<file path="src/rtl/multi_channel_pwm_gen.sv">
// Multi-channel programmable PWM / square-wave generator.
// Each channel owns a free-running counter with a runtime period (terminal count) and a
// high threshold. New settings land in a shadow register and are applied glitch-free on the
// channel's wrap (or immediately on sync), so a running waveform never sees a torn period.
// Optional feature macro: PWM_READBACK_EN adds a registered counter readback port pair.
module multi_channel_pwm_gen #(
  parameter int unsigned CH         = 4,
  parameter int unsigned N          = 30,
  parameter int unsigned DEF_PERIOD = 500000000,
  parameter int unsigned DEF_RATIO  = 10,
  localparam int unsigned CW        = (CH > 1) ? $clog2(CH) : 1
) (
  input  logic          clk,
  input  logic          rs,
  input  logic          en,
  input  logic          sync,
  input  logic          cfg_we,
  input  logic [CW-1:0] cfg_ch,
  input  logic [N-1:0]  cfg_period,
  input  logic [N-1:0]  cfg_thresh,
`ifdef PWM_READBACK_EN
  input  logic [CW-1:0] rd_ch,
  output logic [N-1:0]  rd_cnt,
`endif
  output logic [CH-1:0] q,
  output logic [CH-1:0] tick,
  output logic [CH-1:0] cfg_pend
);

  // Reset period of channel k: DEF_PERIOD divided k times by DEF_RATIO.
  function automatic logic [N-1:0] def_per(input int unsigned k);
    int unsigned v;
    v = DEF_PERIOD;
    for (int unsigned i = 0; i < k; i++) begin
      v = v / DEF_RATIO;
    end
    return v[N-1:0];
  endfunction

`ifdef PWM_READBACK_EN
  logic [N-1:0] cnt_all [CH];
`endif

  for (genvar k = 0; k < CH; k++) begin : g_ch
    localparam logic [N-1:0] DefPer = def_per(k);
    localparam logic [N-1:0] DefThr = DefPer >> 1;

    logic [N-1:0] cnt_q, cnt_d;
    logic [N-1:0] per_q, per_d;
    logic [N-1:0] thr_q, thr_d;
    logic [N-1:0] sper_q, sper_d;
    logic [N-1:0] sthr_q, sthr_d;
    logic         pend_q, pend_d;
    logic         wrap;
    logic         wr_hit;
    logic         apply;

    assign wrap   = (cnt_q == per_q);
    assign wr_hit = cfg_we && (cfg_ch == CW'(k));
    // Apply uses pre-edge pend/shadow, so a write on the wrap cycle waits for the next wrap.
    assign apply  = pend_q && (sync || (en && wrap));

    // Next-state: counter advance, shadow apply, then shadow load (load wins over clear).
    always_comb begin
      cnt_d  = cnt_q;
      per_d  = per_q;
      thr_d  = thr_q;
      sper_d = sper_q;
      sthr_d = sthr_q;
      pend_d = pend_q;
      if (sync) begin
        cnt_d = '0;
      end else if (en) begin
        // cnt > per is only reachable after a shrinking apply; fold it back to 0.
        cnt_d = (wrap || (cnt_q > per_q)) ? '0 : cnt_q + 1'b1;
      end
      if (apply) begin
        per_d  = sper_q;
        thr_d  = sthr_q;
        pend_d = 1'b0;
      end
      if (wr_hit) begin
        sper_d = cfg_period;
        sthr_d = cfg_thresh;
        pend_d = 1'b1;
      end
    end

    // Channel state registers.
    always_ff @(posedge clk or posedge rs) begin
      if (rs) begin
        cnt_q  <= '0;
        per_q  <= DefPer;
        thr_q  <= DefThr;
        sper_q <= DefPer;
        sthr_q <= DefThr;
        pend_q <= 1'b0;
      end else begin
        cnt_q  <= cnt_d;
        per_q  <= per_d;
        thr_q  <= thr_d;
        sper_q <= sper_d;
        sthr_q <= sthr_d;
        pend_q <= pend_d;
      end
    end

    assign q[k]        = (cnt_q >= thr_q);
    assign tick[k]     = en && !sync && wrap;
    assign cfg_pend[k] = pend_q;

`ifdef PWM_READBACK_EN
    assign cnt_all[k] = cnt_q;
`endif
  end

`ifdef PWM_READBACK_EN
  logic rd_ok;
  assign rd_ok = (32'(rd_ch) < CH);

  // Registered counter readback; out-of-range channel reads as 0.
  always_ff @(posedge clk or posedge rs) begin
    if (rs) begin
      rd_cnt <= '0;
    end else begin
      rd_cnt <= rd_ok ? cnt_all[rd_ch] : '0;
    end
  end
`endif

endmodule

</file>
<file path="config.mk">
export PLATFORM = sky130hd
export DESIGN_NAME = multi_channel_pwm_gen
export DESIGN_NICKNAME = d
export VERILOG_FILES = /design/src/rtl/multi_channel_pwm_gen.sv
export SDC_FILE = /design/constraint.sdc
export NUM_CORES = 1
export LEC_CHECK = 0
export ABC_AREA = 1
export CAP_MARGIN = 15
export CORE_ASPECT_RATIO = 0.5
export CORE_UTILIZATION = 57
export CTS_BUF_LIST = sky130_fd_sc_hd__clkbuf_8 sky130_fd_sc_hd__clkbuf_16
export DETAILED_ROUTE_END_ITERATION = 7
export GPL_TIMING_DRIVEN = 0
export MAX_ROUTING_LAYER = met4
export PLACE_DENSITY_LB_ADDON = 0.12
export SLEW_MARGIN = 10
export SYNTH_ARGS = -nofsm -noshare
export SYNTH_HDL_FRONTEND = slang
export SYNTH_SLANG_ARGS = --single-unit
</file>
<file path="constraint.sdc">
create_clock -name clk -period 21.6 [get_ports clk]
set_input_delay 4.32 -clock clk [delete_from_list [all_inputs] [get_ports clk]]
set_output_delay 4.32 -clock clk [all_outputs]
set_load 0.02 [all_outputs]
</file>
==> results of run 1 <==
[critical path, stage by stage]
cell             delay (ns)
clkdlybuf4s50_1        1.04
nand2_1                0.28
buf_2                  0.35
buf_1                  0.28
buf_8                  0.23
nor2_1                 0.19
clkdlybuf4s50_1        0.64
[placed cells by master (no fill, tap or decap), types with 9 or more instances in the layout]
cell | Yosys | final
nand2_1 | 1629 | 1629
inv_1 | 469 | 479
nand3_1 | 452 | 452
dfrtp_1 | 444 | 444
nor2_1 | 386 | 386
o21ai_0 | 285 | 285
ha_1 | 244 | 244
dfstp_2 | 160 | 160
a21oi_1 | 112 | 112
clkbuf_1 | 88 | 88
clkdlybuf4s50_1 | 0 | 78
clkbuf_16 | 0 | 55
buf_4 | 31 | 31
buf_6 | 28 | 29
nand4_1 | 27 | 27
o21bai_1 | 22 | 22
nor3_1 | 20 | 20
buf_2 | 19 | 19
buf_1 | 15 | 15
nor2_2 | 12 | 12
xor2_1 | 12 | 12
clkbuf_8 | 0 | 10
nor4_1 | 9 | 9
[cell usage after synthesis (all sizes together)]
| cell type | instances | area (µm²) |
|---|---|---|
| dfstp | 160 | 4200 |
| o211ai | 4 | 30.0 |
| nand2 | 1637 | 6200 |
| buf | 93 | 699 |
| nand3 | 454 | 2280 |
| dfrtp | 444 | 11100 |
| nor2 | 399 | 1540 |
| a31oi | 3 | 18.8 |
| xnor2 | 1 | 8.76 |
| a21oi | 112 | 561 |
| nor3b | 1 | 7.51 |
| nand3b | 2 | 15.0 |
| nor4 | 9 | 56.3 |
| nand4 | 29 | 194 |
| xor2 | 12 | 105 |
| o21ai | 285 | 1430 |
| o21bai | 22 | 165 |
| inv | 470 | 1760 |
| and3 | 4 | 25.0 |
| nor3 | 20 | 100 |
| clkbuf | 89 | 338 |
| a21o | 1 | 7.51 |
| ha | 244 | 3050 |
[path summary, 6_finish.rpt]
path                              startpoint                 to  slack (ns)  cells after the start
max                                       en            tick[0]        9.94                      7
min                        g_ch[1].per_q[14]  g_ch[1].per_q[14]        0.46                      2
max reg2reg                 g_ch[3].cnt_q[0]  g_ch[3].per_q[17]       19.21                     11
min reg2reg                g_ch[1].per_q[14]  g_ch[1].per_q[14]        0.46                      2
max in group asynchronous                 rs  g_ch[2].cnt_q[22]       15.29                      6
min in group asynchronous                 rs  g_ch[0].cnt_q[22]        4.05                      2
[cells by family after synthesis]
group	synth area share
buffers and inverters	0.0826
flip-flops	0.452
XOR/XNOR	0.00336
AND/OR/NAND/NOR	0.307
adder cells (fa/ha/maj)	0.0900
AO/OA/AOI/OAI	0.0651
[where the power goes]
part           leakage (nW)  internal [mW]  switching, mW  total, mW
clock                 0.947          0.561          0.466       1.03
sequential             7.46           1.37          0.133       1.50
combinational          10.7          0.214          0.394      0.608
total                  19.1           2.14          0.993       3.13
[flip-flops by register name, summed over array words and instances, names as in the netlist]
signal and count:
g_ch.cnt_q 120, g_ch.pend_q 4, g_ch.per_q 120, g_ch.sper_q 120, g_ch.sthr_q 120, g_ch.thr_q 120
[metal layers]
layer	vias up	track usage	routed length (µm)
met5	-	-	0
met4	0	0.122	3760
met3	192	0.106	11300
li1	14544	-	-
met1	14429	0.536	48900
met2	1127	0.504	43800
[final cells by class]
class	count	area (µm²)	area share
clock buffer	65	1510	0.0402
buffer	182	1040	0.0275
multi-input combinational	3239	15800	0.419
timing repair buffer	86	972	0.0258
inverter	470	1770	0.0470
clock inverter	36	334	0.00886
tap	768	961	0.0255
sequential	604	15300	0.406
==> flow_summary_export.csv, run 1 <==
group,metric,value,unit
sta,clock_skew,0.0182,ns
clock_network,path_clk_slew,0.06,ns
sta,relSlewSlack,0.286,
placement,dpl.hpwl,78600,µm
final_layout,final_area,0.0377,mm²
clock_network,tritoncts,"yes",
final_layout,drive_gt1_frac,0.0777,
drt,wl_per_cell,19.8,µm
drt,drt_first_pass_iters,6,
power_and_ir_drop,p_leak,19.1,nW
final_layout,synthToLayoutAreaGrowth,11.2,%
synthesis,ys_seq_area_frac,0.452,
job,maxCapViolCount,0,
drt,avgViaCountPerCell,5.56,
floorplan,die-width,347,µm
sta,min_period,11.66,ns
worst_setup_path,cp.required,17.28,ns
final_layout,finalNetCount,4948,
placement,post-place-ws,9.96,ns
synthesis,synth.distinct_cells,33,
clock_network,postCtsSetupBuffers,0,
clock_network,cts_max_path_buffers,3,
worst_setup_path,arrival,7.34,ns
sta,final_max_slew_viol_count,0,
drt,routed_wl,108000,µm
drt,vias,30292,
worst_setup_path,crit_fanout,10,
floorplan,die_area,0.0605,mm²
sta,holdWs,0.461,ns
hold_path,hold_path.class,"flop to flop",
power_and_ir_drop,vdd_drop_max,0.0000613,V
drt,drc,0,
global_routing,grt_pass1_wl,166000,µm
synthesis,syn_avg_cell_area,7.54,µm²
floorplan,start_util,0.584,
outcome,status,"finished, final reports clean",
clock_network,numCtsBuffers,54,
sta,finalSetupViolations,0,
global_routing,grt_overflow,0,
clock_network,holdBufCountCts,0,
sta,fin_tns_setup,0,ns
power_and_ir_drop,p_total,3.13,mW
placement,placed_area,0.0358,mm²
floorplan,io_pins,79,
sta,tightest_slew,1.07,ns
synthesis,ys_ff_latch,604,
sta,finalWorstSetupSlack,9.94,ns
final_layout,diodes,0,
synthesis,syn-cell-area,0.0339,mm²
synthesis,synth_nets,4806,
worst_setup_path,cp-start-kind,"input port",
clock_network,cts_root_buffer,"clkbuf_16",
drt,ant_nets,0,
synthesis,yosys_warnings,0,
global_routing,grt_pass1_vias,28260,
sta,fin_crit_sh,0.540,
drt,drt_iter0_drc,3184,
floorplan,coreArea,0.0581,mm²
placement,dp_cells,5348,
placement,portBuffers,78,
global_routing,antenna_found_initial,1,
global_routing,groute.usage.overall,0.374,
final_layout,fin_util,0.649,
placement,routabilityCongestion,0.998,
final_layout,fill_cells,5061,
clock_network,cts_resized,0,
sta,hold_viol_final,0,
sta,fmax,85.7,MHz
floorplan,row_count,62,
clock_network,h-tree-depth,2,
sta,rsz0062_at_grt,"no",
worst_setup_path,crit_type,"input port to output pin",
final_layout,finalNonFillerCells,5450,
clock_network,clock-sinks,604,
floorplan,die_h,174,µm
clock_network,clk_latency,0.62,ns
global_routing,grt_max_degree,114,
power_and_ir_drop,power.density,83.1,mW/mm²
worst_setup_path,endpoint_kind,"output pin",
synthesis,synthCells,4495,
(Power assumes the default switching activity.)
==> run 2, diff against run 1 <==
==> constraint.sdc (replaced) <==
create_clock -name clk -period 9.92 [get_ports clk]
set_input_delay 1.984 -clock clk [delete_from_list [all_inputs] [get_ports clk]]
set_output_delay 1.984 -clock clk [all_outputs]
set_load 0.02 [all_outputs]
==> flow_summary_export.csv, run 2 (synthesis results as in run 1) <==
group,metric,value,unit
outcome,status,"finished, final reports clean",
power_and_ir_drop,p_total,6.96,mW
clock_network,holdBufCountCts,0,
clock_network,h-tree-depth,2,
hold_path,hold_path.class,"flop to flop",
clock_network,cts_max_path_buffers,3,
job,maxCapViolCount,0,
floorplan,start_util,0.584,
drt,avgViaCountPerCell,5.58,
power_and_ir_drop,p_sw_frac,0.316,
worst_setup_path,crit_type,"input port to output pin",
global_routing,grt_max_degree,41,
floorplan,die-width,347,µm
drt,drc,0,
clock_network,cts_root_buffer,"clkbuf_16",
worst_setup_path,endpoint_kind,"output pin",
sta,final_max_slew_viol_count,0,
placement,post-place-ws,2.89,ns
power_and_ir_drop,power.density,183,mW/mm²
global_routing,grt_pass1_wl,166000,µm
global_routing,antenna_found_initial,1,
sta,hold_viol_final,0,
sta,holdWs,0.459,ns
drt,ant_nets,0,
power_and_ir_drop,p_clk_frac,0.338,
worst_setup_path,cp.required,7.94,ns
placement,portBuffers,78,
worst_setup_path,cp-start-kind,"input port",
final_layout,drive_gt1_frac,0.0814,
placement,routabilityCongestion,0.958,
sta,finalSetupViolations,0,
power_and_ir_drop,p_sw,2.20,mW
global_routing,groute.usage.overall,0.371,
worst_setup_path,crit_fanout,10,
clock_network,clock-sinks,604,
final_layout,fill_cells,5082,
clock_network,clk_latency,0.64,ns
floorplan,coreArea,0.0581,mm²
clock_network,tritoncts,"yes",
placement,dpl.hpwl,79100,µm
global_routing,grt_pass1_vias,28420,
sta,min_period,7.06,ns
power_and_ir_drop,power_frac_comb,0.192,
clock_network,numCtsBuffers,54,
sta,clock_skew,0.0243,ns
power_and_ir_drop,vdd_drop_max,0.000178,V
final_layout,layout_common_cells,"1629 x nand2_1, 473 x inv_1, 452 x nand3_1, 444 x dfrtp_1, 386 x nor2_1",
drt,wl_per_cell,19.6,µm
drt,drt_first_pass_iters,6,
sta,fin_crit_sh,0.711,
drt,drt_iter0_drc,2961,
power_and_ir_drop,seqPwrFrac,0.470,
sta,fmax,142,MHz
floorplan,row_count,62,
worst_setup_path,r2r_slack,7.50,ns
clock_network,path_clk_slew,0.07,ns
final_layout,synthToLayoutAreaGrowth,12.0,%
power_and_ir_drop,intPower,4.76,mW
global_routing,grt_overflow,0,
final_layout,final_common_cell,"nand2_1",
sta,tightest_slew,1.09,ns
drt,vias,30458,
sta,finalWorstSetupSlack,2.86,ns
floorplan,die_area,0.0605,mm²
placement,dp_cells,5358,
clock_network,postCtsSetupBuffers,0,
sta,relSlewSlack,0.272,
worst_setup_path,r2r_cells,11,
drt,routed_wl,107000,µm
floorplan,die_h,174,µm
sta,rsz0062_at_grt,"no",
power_and_ir_drop,p_leak,19.2,nW
hold_path,holdPathStages,2,
sta,fin_tns_setup,0,ns
final_layout,finalNetCount,4957,
clock_network,cts_resized,0,
final_layout,finalNonFillerCells,5462,
floorplan,io_pins,79,
worst_setup_path,arrival,5.07,ns
==> run 2: power groups by stage <==
stage	combinational (mW)	sequential (mW)	clock [mW]
6_report	1.33	3.27	2.35
2_1_floorplan	0.946	3.18	0
3_3_place_gp	1.24	3.29	0
5_1_grt	1.54	3.31	2.46
3_5_place_dp	1.31	3.29	0
4_1_cts	1.32	3.26	2.37
==> run 2: critical path, cell delays in order <==
cell,delay (ns)
clkdlybuf4s50_1,0.93
nand2_1,0.40
buf_2,0.46
buf_2,0.54
nor2_1,0.14
clkdlybuf4s50_1,0.56
==> run 2: final cells by class <==
type	instances	area, µm²	share of cell area
diodes	2	5.00	0.000132
plain buffers	182	1040	0.0274
clock buffers	60	1430	0.0378
clock inverters	42	518	0.0136
inverters	470	1770	0.0466
multi-input cells	3239	15800	0.416
flip-flops and latches	604	15300	0.403
well taps	768	961	0.0253
repair buffers	95	1130	0.0297
==> run 2: path summary, 6_finish.rpt <==
| kind | start | end |
|---|---|---|
| worst min register to register | g_ch[1].thr_q[18] | g_ch[1].thr_q[18] |
| worst max-delay path | en | tick[0] |
| worst min-delay path | g_ch[1].thr_q[18] | g_ch[1].thr_q[18] |
| max in group asynchronous | rs | g_ch[1].thr_q[18] |
| min in group asynchronous | rs | g_ch[3].cnt_q[24] |
| worst max register to register | g_ch[0].cnt_q[12] | g_ch[0].cnt_q[25] |
==> run 2: routing by layer <==
layer  vias up  global-route usage  part of all wire
li1      14586                   -                 -
met1     14554               0.541              0.46
met2      1163               0.519              0.42
met3       155              0.0868              0.10
met4         0              0.0937             0.024
met5         -                   -                 0
==> run 2: per-stage QoR <==
stage	area (µm²)	util
after floorplan	33900	-
after global placement	35700	0.614
after detailed placement	36000	0.620
after CTS	38000	0.653
after global routing	38000	0.653
final	38000	0.653
